## config.mk

```make
export PLATFORM = sky130hd
export DESIGN_NAME = inst_queue_flat
export DESIGN_NICKNAME = d
export VERILOG_FILES = /design/src/rtl/inst_queue_if.sv /design/src/rtl/inst_queue.sv /design/src/flat_wrapper.sv
export SDC_FILE = /design/constraint.sdc
export NUM_CORES = 1
export LEC_CHECK = 0
export ABC_AREA = 0
export CELL_PAD_IN_SITES_DETAIL_PLACEMENT = 2
export CELL_PAD_IN_SITES_GLOBAL_PLACEMENT = 2
export CORE_MARGIN = 2
export CORE_UTILIZATION = 34
export CTS_BUF_LIST = sky130_fd_sc_hd__clkbuf_8
export DETAILED_ROUTE_END_ITERATION = 10
export PLACE_DENSITY = 0.58
export SLEW_MARGIN = 40
export SYNTH_ARGS = -nofsm -noshare
export SYNTH_HDL_FRONTEND = slang
export SYNTH_SLANG_ARGS = --single-unit
export TNS_END_PERCENT = 10
```

## constraint.sdc

```tcl
create_clock -name clk -period 7.7 [get_ports clk]
set_clock_uncertainty 0.1 [all_clocks]
set_input_delay 1.54 -clock clk [delete_from_list [all_inputs] [get_ports clk]]
set_output_delay 1.54 -clock clk [all_outputs]
set_load 0.05 [all_outputs]
```

## src/rtl/inst_queue_if.sv

```systemverilog
// Fetch/backend/dispatch side-band bundle of the instruction queue.
// Pure wiring, no latency.
// full is the back-pressure signal to fetch; out_ready is the back-pressure from dispatch.
interface inst_queue_if;
    logic        push_valid;
    logic [31:0] push_inst;
    logic [31:0] push_pc;
    logic        full;
    logic [31:0] redirect_pc;
    logic        br_valid;
    logic [31:0] br_target;
    logic        out_valid;
    logic [31:0] out_inst;
    logic [31:0] out_pc;
    logic        out_ready;

    // Producer/consumer side: fetch, backend and dispatch.
    modport master (
        output push_valid, push_inst, push_pc, br_valid, br_target, out_ready,
        input  full, redirect_pc, out_valid, out_inst, out_pc
    );

    // Queue side.
    modport slave (
        input  push_valid, push_inst, push_pc, br_valid, br_target, out_ready,
        output full, redirect_pc, out_valid, out_inst, out_pc
    );
endinterface

```

## src/rtl/inst_queue.sv

```systemverilog
// Circular instruction queue between fetch and dispatch that drops stalled branch/JALR re-fetches.
// Latency: a push is visible at the head one cycle later; head outputs are combinational.
// Backpressure: full asserts at DEPTH-1 entries (one spare slot); pops follow out_valid && out_ready.
module inst_queue #(
    parameter int ADDR_W = 4
) (
    input  logic         clk,
    input  logic         rst,
    input  logic         rdy_i,
    inst_queue_if.slave  q
);
    localparam int DEPTH = 2 ** ADDR_W;
    localparam logic [ADDR_W:0] FULL_LVL = (ADDR_W + 1)'(DEPTH - 1);
    localparam logic [ADDR_W:0] MAX_LVL  = (ADDR_W + 1)'(DEPTH);

    typedef enum logic [1:0] {RUN, WAIT_BR, ARM, WAIT_TK} state_t;

    typedef struct packed {
        logic [31:0] inst;
        logic [31:0] pc;
    } entry_t;

    entry_t              mem_q [DEPTH];
    logic [ADDR_W-1:0]   head_q, head_d, tail_q, tail_d;
    logic [ADDR_W:0]     count_q, count_d;
    logic [31:0]         redirect_q;
    state_t              state_q, state_d;

    logic is_ctl, wr_en, pop, redir_load, redir_clear;

    assign is_ctl = (q.push_inst[6:0] == 7'b1100011) || (q.push_inst[6:0] == 7'b1100111);

    assign q.full        = (count_q >= FULL_LVL);
    assign q.out_valid   = (count_q != '0);
    assign q.out_inst    = mem_q[head_q].inst;
    assign q.out_pc      = mem_q[head_q].pc;
    assign q.redirect_pc = redirect_q;

    assign pop = rdy_i && q.out_valid && q.out_ready;

    // Filter state register.
    always_ff @(posedge clk) begin
        if (rst) state_q <= RUN;
        else     state_q <= state_d;
    end

    // Next filter state: a written ctl parks us until the backend resolves it and fetch catches up.
    always_comb begin
        state_d = state_q;
        if (rdy_i) begin
            case (state_q)
                RUN:     if (wr_en && is_ctl) state_d = WAIT_BR;
                WAIT_BR: if (q.br_valid)      state_d = ARM;
                ARM:                          state_d = WAIT_TK;
                WAIT_TK: if (q.push_valid)    state_d = RUN;
                default:                      state_d = RUN;
            endcase
        end
    end

    // Filter outputs: only RUN writes; redirect loads on resolve and clears on fetch's final copy.
    always_comb begin
        wr_en       = rdy_i && q.push_valid && (state_q == RUN) && (count_q != MAX_LVL);
        redir_load  = rdy_i && q.br_valid   && (state_q == WAIT_BR);
        redir_clear = rdy_i && q.push_valid && (state_q == WAIT_TK);
    end

    // Pointer and occupancy next-state; push+pop together leaves count unchanged.
    always_comb begin
        head_d  = pop   ? head_q + ADDR_W'(1) : head_q;
        tail_d  = wr_en ? tail_q + ADDR_W'(1) : tail_q;
        count_d = count_q;
        case ({wr_en, pop})
            2'b10:   count_d = count_q + (ADDR_W + 1)'(1);
            2'b01:   count_d = count_q - (ADDR_W + 1)'(1);
            default: count_d = count_q;
        endcase
    end

    // Pointer, occupancy and redirect registers.
    always_ff @(posedge clk) begin
        if (rst) begin
            head_q     <= '0;
            tail_q     <= '0;
            count_q    <= '0;
            redirect_q <= '0;
        end else begin
            head_q  <= head_d;
            tail_q  <= tail_d;
            count_q <= count_d;
            if (redir_load)       redirect_q <= q.br_target;
            else if (redir_clear) redirect_q <= '0;
        end
    end

    // Entry storage; contents need no reset since count gates visibility.
    always_ff @(posedge clk) begin
        if (wr_en) mem_q[tail_q] <= '{inst: q.push_inst, pc: q.push_pc};
    end
endmodule

```

## src/flat_wrapper.sv

```systemverilog
// flat-port wrapper written by rule: the top's interface ports become plain ports
module inst_queue_flat 
#(
    parameter int ADDR_W = 4
)
  (clk, rst, rdy_i, q_push_valid, q_push_inst, q_push_pc, q_br_valid, q_br_target, q_out_ready, q_full, q_redirect_pc, q_out_valid, q_out_inst, q_out_pc);
  inst_queue_if q_i ();
  input  logic clk;
  input  logic rst;
  input  logic rdy_i;
  input wire logic [$bits(q_i.push_valid)-1:0] q_push_valid;
  input wire logic [$bits(q_i.push_inst)-1:0] q_push_inst;
  input wire logic [$bits(q_i.push_pc)-1:0] q_push_pc;
  input wire logic [$bits(q_i.br_valid)-1:0] q_br_valid;
  input wire logic [$bits(q_i.br_target)-1:0] q_br_target;
  input wire logic [$bits(q_i.out_ready)-1:0] q_out_ready;
  output wire logic [$bits(q_i.full)-1:0] q_full;
  output wire logic [$bits(q_i.redirect_pc)-1:0] q_redirect_pc;
  output wire logic [$bits(q_i.out_valid)-1:0] q_out_valid;
  output wire logic [$bits(q_i.out_inst)-1:0] q_out_inst;
  output wire logic [$bits(q_i.out_pc)-1:0] q_out_pc;
  assign q_i.push_valid = q_push_valid;
  assign q_i.push_inst = q_push_inst;
  assign q_i.push_pc = q_push_pc;
  assign q_i.br_valid = q_br_valid;
  assign q_i.br_target = q_br_target;
  assign q_i.out_ready = q_out_ready;
  assign q_full = q_i.full;
  assign q_redirect_pc = q_i.redirect_pc;
  assign q_out_valid = q_i.out_valid;
  assign q_out_inst = q_i.out_inst;
  assign q_out_pc = q_i.out_pc;
  inst_queue #(.ADDR_W(ADDR_W)) u_core (.clk(clk), .rst(rst), .rdy_i(rdy_i), .q(q_i));
endmodule
```

# Yosys cells after proc, flatten, opt, wreduce, memory -nomap -nowiden
# Memory sizes are Yosys's and may differ from the RTL's. A register that Yosys moved wholly into a read port is not among the register bits.
# Cells that the tools add are included.
[totals] mem_bits_rw=1024 reg_bits=47 latchBits=0 n_memories=1 elab_cells=48 out_inout_bits=98 mem_bits_ro=0
[memory_table] memory="u_core.mem_q" depth=16 width=64 rd=1 rd_clocked_by_memory_dff=1 wr=1 line="inst_queue.sv:23" source="entry_t mem_q [DEPTH];"
[classes] div=0 eq_ne=11 bitwise=0 n_reduce_logical=15 shift=0 add_sub_neg=4 multipliers=0 n_mux=11 order_cmp=1
[ops] operator="32-bit 2-to-1 mux" n=2
[ops] operator="7-bit equality test (second input constant)" n=2
[ops] operator="5-bit case mux with 2 select lines" n=1
[ops] operator="1-bit logical AND" n=9
[ops] operator="4-bit by 1-bit adder with 4-bit output (second input constant)" n=2
[ops] operator="4-bit 2-to-1 mux" n=2
[ops] operator="2-bit case mux with 4 select lines" n=1
[ops] operator="2-bit equality test (second input constant)" n=3
[ops] operator="2-bit 2-to-1 mux" n=3
[ops] operator="5-bit by 1-bit adder with 5-bit output (second input constant)" n=1
[ops] operator="5-bit by 4-bit greater-or-equal comparator with 1-bit output (second input constant)" n=1
[ops] operator="5-bit != test (second input constant)" n=1
[ops] operator="5-bit nonzero test" n=1
[ops] operator="5-bit by 1-bit subtractor with 5-bit output (second input constant)" n=1
[ops] operator="2-bit by 1-bit equality test with 1-bit output (second input constant)" n=2
[ops] operator="2-bit != test (second input constant)" n=2
[ops] operator="4-bit AND reduction" n=1
[ops] operator="2-bit nonzero test" n=2
[ops] operator="2-bit logical NOT" n=1
[ops] operator="1-bit 2-to-1 mux" n=2
[ops] operator="2-bit by 1-bit != test with 1-bit output (second input constant)" n=1
[ops] operator="1-bit logical OR" n=1

# Longest topological paths before layout
# Gate-level depths: netlist (run 1).
[depth] ltp_word=6 depth_mapped=12 mapped_depth_nobuf=12

# Worst setup path after synthesis (run 1)
# OpenSTA, ideal clock, no wires.
[synth_path] path_type="in2reg" startpoint="input port rdy_i" endpoint="memory u_core.mem_q[0][0] (netlist bit), enable pin" required_time_ps=7035 cell_stages=4 t_arrival_ps=6401 n_path_buf=0 path_slack_ps=635 path_cell_list="nand3_1 a21oi_2 nand2_1 nor3_1"
[synth_between] elab_chain_cells=5
[synth_rtl] item="from (decl)" line="flat_wrapper.sv:10" source="input logic rdy_i;"
[synth_rtl] item="1-bit logical AND (3 in series)" line="inst_queue.sv:63" source="wr_en = rdy_i && q.push_valid && (state_q == RUN) && (count_q != MAX_LVL);"
[synth_rtl] item="1-bit 2-to-1 mux" line="inst_queue.sv:98" source="if (wr_en) mem_q[tail_q] <= '{inst: q.push_inst, pc: q.push_pc};"
[synth_rtl] item="1-bit 2-to-1 mux (not written as such)" line="inst_queue.sv:98"
[synth_rtl] item="to (decl)" line="inst_queue.sv:23"
# Every way passes these cells.

==> out/qor.txt, run 1 <==
# nets final: 2268
Tightest Pin Transition: 826 ps
Slew Limit Fails: 0
clk sinks: 1075
WS Path Type: reg2out
Primary FF master, synth: edfxtp_1
Switching Share: 0.264
largest net degree at the start of global routing: 82
clock transition at the registers of the reported paths: 60 ps
residual DRC count: 0
Critical Path End Type: output port
Placed Cells: 3506
TritonCTS clock tree: done
row count: 126
vias per cell: 5.23
io pins: 200
DP Wirelength: 59900 µm
Post-Syn Area: 40500 µm²
Post-synth EDFFs: 1024
NetSw: 3.45 mW
number of buffers added on ports: 199
Max rail drop VDD: 0.177 mV
Syn Nets: 1935
vias: 20000
H-tree levels: 4
Iteration-0 DRC Markers: 1484
PwrDens: 273 nW/µm²
Area Growth Syn to Fin: 17.9%
async set-or-reset flop fraction in the synthesized netlist: 0
Die ar.: 122000 µm²
synthesis warning total: 0
Reg power frac: 0.502
Clk pwr share: 0.350
chip height: 349 µm
drt first pass iters: 5
crit path max-delay cell type: clkdlybuf4s50_1
final WL: 109000 µm
total grt overflow: 0
drt wl/cell: 28.5 µm
Req. time, crit path: 6060 ps
vias in the first global route: 22700
DRT antenna net count: 0
CP max stage delay: 800 ps
first-pass GRT wire length: 159000 µm
post-CTS sizing: 0
flops & latches, synth: 1075
Min-Delay Path Class: reg2reg
CP cell instances: buf_12 > mux4_2 > a22oi_1 > nand2_1 > clkdlybuf4s50_1
post-route insts no fill: 3829
Rel. slew slack: 0.448
Lkg Pwr: 14.9 nW
Die W: 349 µm
RSZ-0062 raised after global routing: false
post-synthesis cell type count: 48
hold buffer count at CTS: 0
internal power of the cells: 9.61 mW
WP data arrival: 4170 ps
period utilisation layout: 0.755
CP Launch Type: flip-flop
# Post-CTS Setup Buffers: 0
final hold vios: 0
combinational share of power: 0.148
WP buf/inv: 2
Min Clock Period, post-route: 5810 ps
cell area after layout: 47800 µm²
Initial Util: 0.343
CTS Buf Count: 181
Mapped Avg Cell Area: 22.3 µm²
setup total negative slack: 0 ps
Fmax: 0.172 GHz
Mapped Cells: 1820
status: complete, no violations
share of post-route cells with drive strength above 1: 0.241
crit-path max FO: 81
Routability Congestion: 0.699
core area: 118000 µm²
delay-heaviest family, CP: buffers and inverters
Bufs on Longest Clock Path: 3
register area share after synthesis: 0.784
Tot GR Track Use: 0.180
clk root buf: clkbuf_8
final setup fails: 0
cell area after placement: 44600 µm²
initial antenna violation count: 10
clock latency on the worst-skew pair: 820 ps
MaxCap Viol Count: 0
## power by group through the flow
stage | clock, mW | sequential [mW] | combinational (mW)
after global routing | 4.97 | 6.56 | 2.07
after floorplan | 0 | 6.63 | 1.42
after detailed placement | 0 | 6.68 | 1.98
final | 4.56 | 6.55 | 1.94
after CTS | 4.74 | 6.56 | 1.98
after global placement | 0 | 6.67 | 1.94
## layer usage
metal / track usage / routed length [µm] / vias up / part of all wire
li1: - / - / 8395 / -
met1: 0.237 / 47100 / 10900 / 0.43
met2: 0.296 / 53800 / 536 / 0.49
met3: 0.0424 / 5680 / 167 / 0.052
met4: 0.0574 / 2400 / 8 / 0.022
met5: 0 / 56 / - / 0.00051
## cell usage after synthesis (3+ instances only)
cell,number,area share
clkbuf_1,54,0.0050
o21ai_0,4,0.00049
xor2_1,5,0.0011
a21oi_1,7,0.00086
nand2_1,72,0.0067
mux4_2,256,0.14
edfxtp_1,1024,0.76
buf_6,14,0.0039
inv_1,10,0.00093
a22oi_1,160,0.030
nor2_1,55,0.0051
nor2b_1,5,0.00077
nor3_1,8,0.00099
dfxtp_1,51,0.025
mux2i_1,3,0.00074
ha_1,13,0.0040
or3_1,5,0.00077
nand2b_1,3,0.00046
buf_4,5,0.00093
nand3_1,4,0.00049
buf_1,12,0.0011
buf_2,18,0.0022
nand3b_1,4,0.00074
## state kept, by name, summed over array words and instances, names as in the netlist, named ones only
name,count
u_core.tail_q,4
u_core.count_q,5
u_core.state_q,2
u_core.head_q,4
u_core.q.redirect_pc,32
u_core.mem_q,1024
## per-stage QoR
step / utilization / worst slack [ps] / hold slack (ps) / total power [mW]
2_1_floorplan: - / 635 / 359 / 8.05
3_3_place_gp: 0.377 / 2670 / 379 / 8.61
3_5_place_dp: 0.378 / 2620 / 391 / 8.65
4_1_cts: 0.404 / 1660 / 405 / 13.3
5_1_grt: 0.404 / 1500 / 439 / 13.6
6_report: 0.404 / 1890 / 395 / 13.1
## cells in the final DEF (no fill, tap or decap), types with 42 or more instances in the layout
cell type / synthesis / final
edfxtp_1: 1024 / 1024
mux4_2: 256 / 256
clkdlybuf4s50_1: 0 / 197
clkbuf_8: 0 / 185
a22oi_1: 160 / 160
inv_1: 10 / 78
nand2_1: 72 / 72
dfxtp_1: 51 / 49
clkinv_1: 0 / 44
nor2_1: 55 / 42
## layout make-up
| cell class | instances | area (µm²) |
|---|---|---|
| Multi-Input combinational cell | 631 | 8310 |
| Clock buffer | 185 | 2550 |
| Inverter | 11 | 41.3 |
| Sequential cell | 1075 | 31800 |
| Tap cell | 1536 | 1920 |
| Fill cell | 11000 | 70300 |
| Antenna cell | 3 | 7.51 |
| Timing Repair Buffer | 253 | 2530 |
| Clock inverter | 135 | 619 |
## path summary, 6_finish.rpt
kind	from	slack, ps	end	depth (start not counted)
max	flip-flop	1890	q_out_pc[22]	5
max reg2reg	u_core.state_q[0]	4220	u_core.mem_q[2][62]	8
min	u_core.q.redirect_pc[18]	390	u_core.q.redirect_pc[18]	2
min reg2reg	u_core.q.redirect_pc[18]	390	u_core.q.redirect_pc[18]	2
## worst min-delay path, cell delays in order (launching register included)
cell and delay (ps):
dfxtp_1 320, a22oi_1 60, nor2_1 70
## cell families after synthesis
kind of cell / share of synthesized area
compound gates: 0.0344
xor+xnor: 0.00151
fa+ha+maj: 0.00402
buf+inv: 0.0142
flops: 0.784
mux: 0.143
simple gates: 0.0182
Note: power is estimated with default switching activity, not from simulation.
==> run 2, diff against run 1 <==
==> constraint.sdc (replaced) <==
create_clock -name clk -period 5.5 [get_ports clk]
set_clock_uncertainty 0.1 [all_clocks]
set_input_delay 1.1 -clock clk [delete_from_list [all_inputs] [get_ports clk]]
set_output_delay 1.1 -clock clk [all_outputs]
set_load 0.05 [all_outputs]
==> run 2 against run 1 <==
Register-to-register slack got worse by 1900 ps. Die area unchanged. Via count down 0.65%. Clock power rose by 39%. Non-clock buffer count grew 14. Cell area rose by 0.67%. Count of clock-buffer cells in the layout shrank 1. Wire length is 2.9% lower. Global-route usage down 0.41 points. Core utilization is 0.27 points higher.
==> out/qor.txt, run 2 (synthesis results as in run 1) <==
status: complete, no violations
period utilisation layout: 0.897
first-pass GRT wire length: 156000 µm
crit-path max FO: 49
Tot GR Track Use: 0.176
Slew Limit Fails: 0
Placed Cells: 3518
post-route insts no fill: 3851
final setup fails: 0
Largest Register: u_core.mem_q
commonest non-fill, non-tap cell in the layout: edfxtp_1
Routability Congestion: 0.692
busiest grt layer: met2
# Post-CTS Setup Buffers: 0
number of buffers added on ports: 199
Tot Pwr: 18.2 mW
met1 usage: 0.226
WS Path Type: reg2out
slack of the critical path: 565 ps
Die ar.: 122000 µm²
DP Wirelength: 59700 µm
most frequent cells in the layout: edfxtp_1, mux4_2, clkdlybuf4s50_1, clkbuf_8, a22oi_1
DRT antenna net count: 0
vias in the first global route: 22800
residual DRC count: 0
Critical Path End Type: output port
Min-Delay Path Class: reg2reg
post-CTS sizing: 0
CTS Buf Count: 180
RSZ-0062 raised after global routing: false
max reg flops: 1024
vias per cell: 5.17
chip height: 349 µm
Max rail drop VDD: 0.211 mV
PwrDens: 379 nW/µm²
Iteration-0 DRC Markers: 1383
drt first pass iters: 5
row count: 126
Min Clock Period, post-route: 4930 ps
io pins: 200
vias: 19900
pre-CTS setup slack: 1130 ps
Initial Util: 0.343
Die W: 349 µm
CP Launch Type: flip-flop
met3 GRT Util: 0.0384
setup total negative slack: 0 ps
largest net degree at the start of global routing: 72
Req. time, crit path: 4300 ps
# nets final: 2281
share of post-route cells with drive strength above 1: 0.244
clk root buf: clkbuf_8
core area: 118000 µm²
hold buffer count at CTS: 0
H-tree levels: 4
Rel. slew slack: 0.446
TritonCTS clock tree: done
Area Growth Syn to Fin: 18.7%
final WL: 106000 µm
Tightest Pin Transition: 828 ps
final hold vios: 0
Fmax: 0.203 GHz
clock transition at the registers of the reported paths: 60 ps
drt wl/cell: 27.5 µm
Fill cells: 11000
initial antenna violation count: 5
total grt overflow: 0
MaxCap Viol Count: 0
WP data arrival: 3730 ps
met2 usage: 0.300
clock latency on the worst-skew pair: 820 ps
Bufs on Longest Clock Path: 3
Lkg Pwr: 15.0 nW
clk sinks: 1075
[run 2: changes by cell type in the layout (fill, tap and decap cells not counted), moves of 3 or more]
cell / previous run / this run
buf_8: 4 / 1
clkinv_8: 0 / 3
buf_16: 0 / 3
buf_4: 41 / 44
clkinv_2: 13 / 9
clkinv_1: 44 / 55
buf_12: 8 / 19
[run 2: cell type report]
type,count,area (µm²),area share
antenna,3,7.51,0.000156
clock buffer,184,2530,0.0527
clock inverter,144,643,0.0134
inverter,11,41.3,0.000859
multi-input combinational,631,8320,0.173
sequential,1075,31800,0.661
tap,1536,1920,0.0400
timing repair buffer,267,2830,0.0589
[run 2: final timing paths]
path | from | endpoint | slack [ps] | depth (start not counted)
setup reg to reg | u_core.state_q[1] | u_core.mem_q[8][35] | 2290 | 7
hold / removal | u_core.q.redirect_pc[31] | u_core.q.redirect_pc[31] | 410 | 2
hold reg to reg | u_core.q.redirect_pc[31] | u_core.q.redirect_pc[31] | 410 | 2
setup / recovery | flip-flop | q_out_pc[31] | 570 | 6
[run 2: layer usage]
| metal | part of all wire | wire length (µm) | vias to the layer above |
|---|---|---|---|
| li1 | - | - | 8416 |
| met1 | 0.43 | 45400 | 10800 |
| met2 | 0.50 | 53300 | 517 |
| met3 | 0.049 | 5230 | 156 |
| met4 | 0.018 | 1930 | 4 |
| met5 | 0.00023 | 24 | - |
[run 2: through the flow]
stage | hold slack [ps] | utilization | cell area (µm²)
floorplan | 359 | - | 40500
CTS | 415 | 0.407 | 48000
global placement | 377 | 0.379 | 44700
finish | 407 | 0.407 | 48100
global route | 438 | 0.407 | 48100
detailed placement | 392 | 0.380 | 44800
[run 2: where the power goes]
part	switching, mW	internal, mW	total [mW]	leakage, nW
Combinational	1.55	1.19	2.74	3.51
Clock	3.23	3.12	6.35	1.86
Sequential	0.0621	9.08	9.14	9.64
[run 2: critical path, cell delays in order, from the launching register on]
cell and delay (ps):
dfxtp_4 590, buf_12 340, buf_12 340, mux4_2 370, a22oi_1 350, nand2_1 130, clkdlybuf4s50_1 720
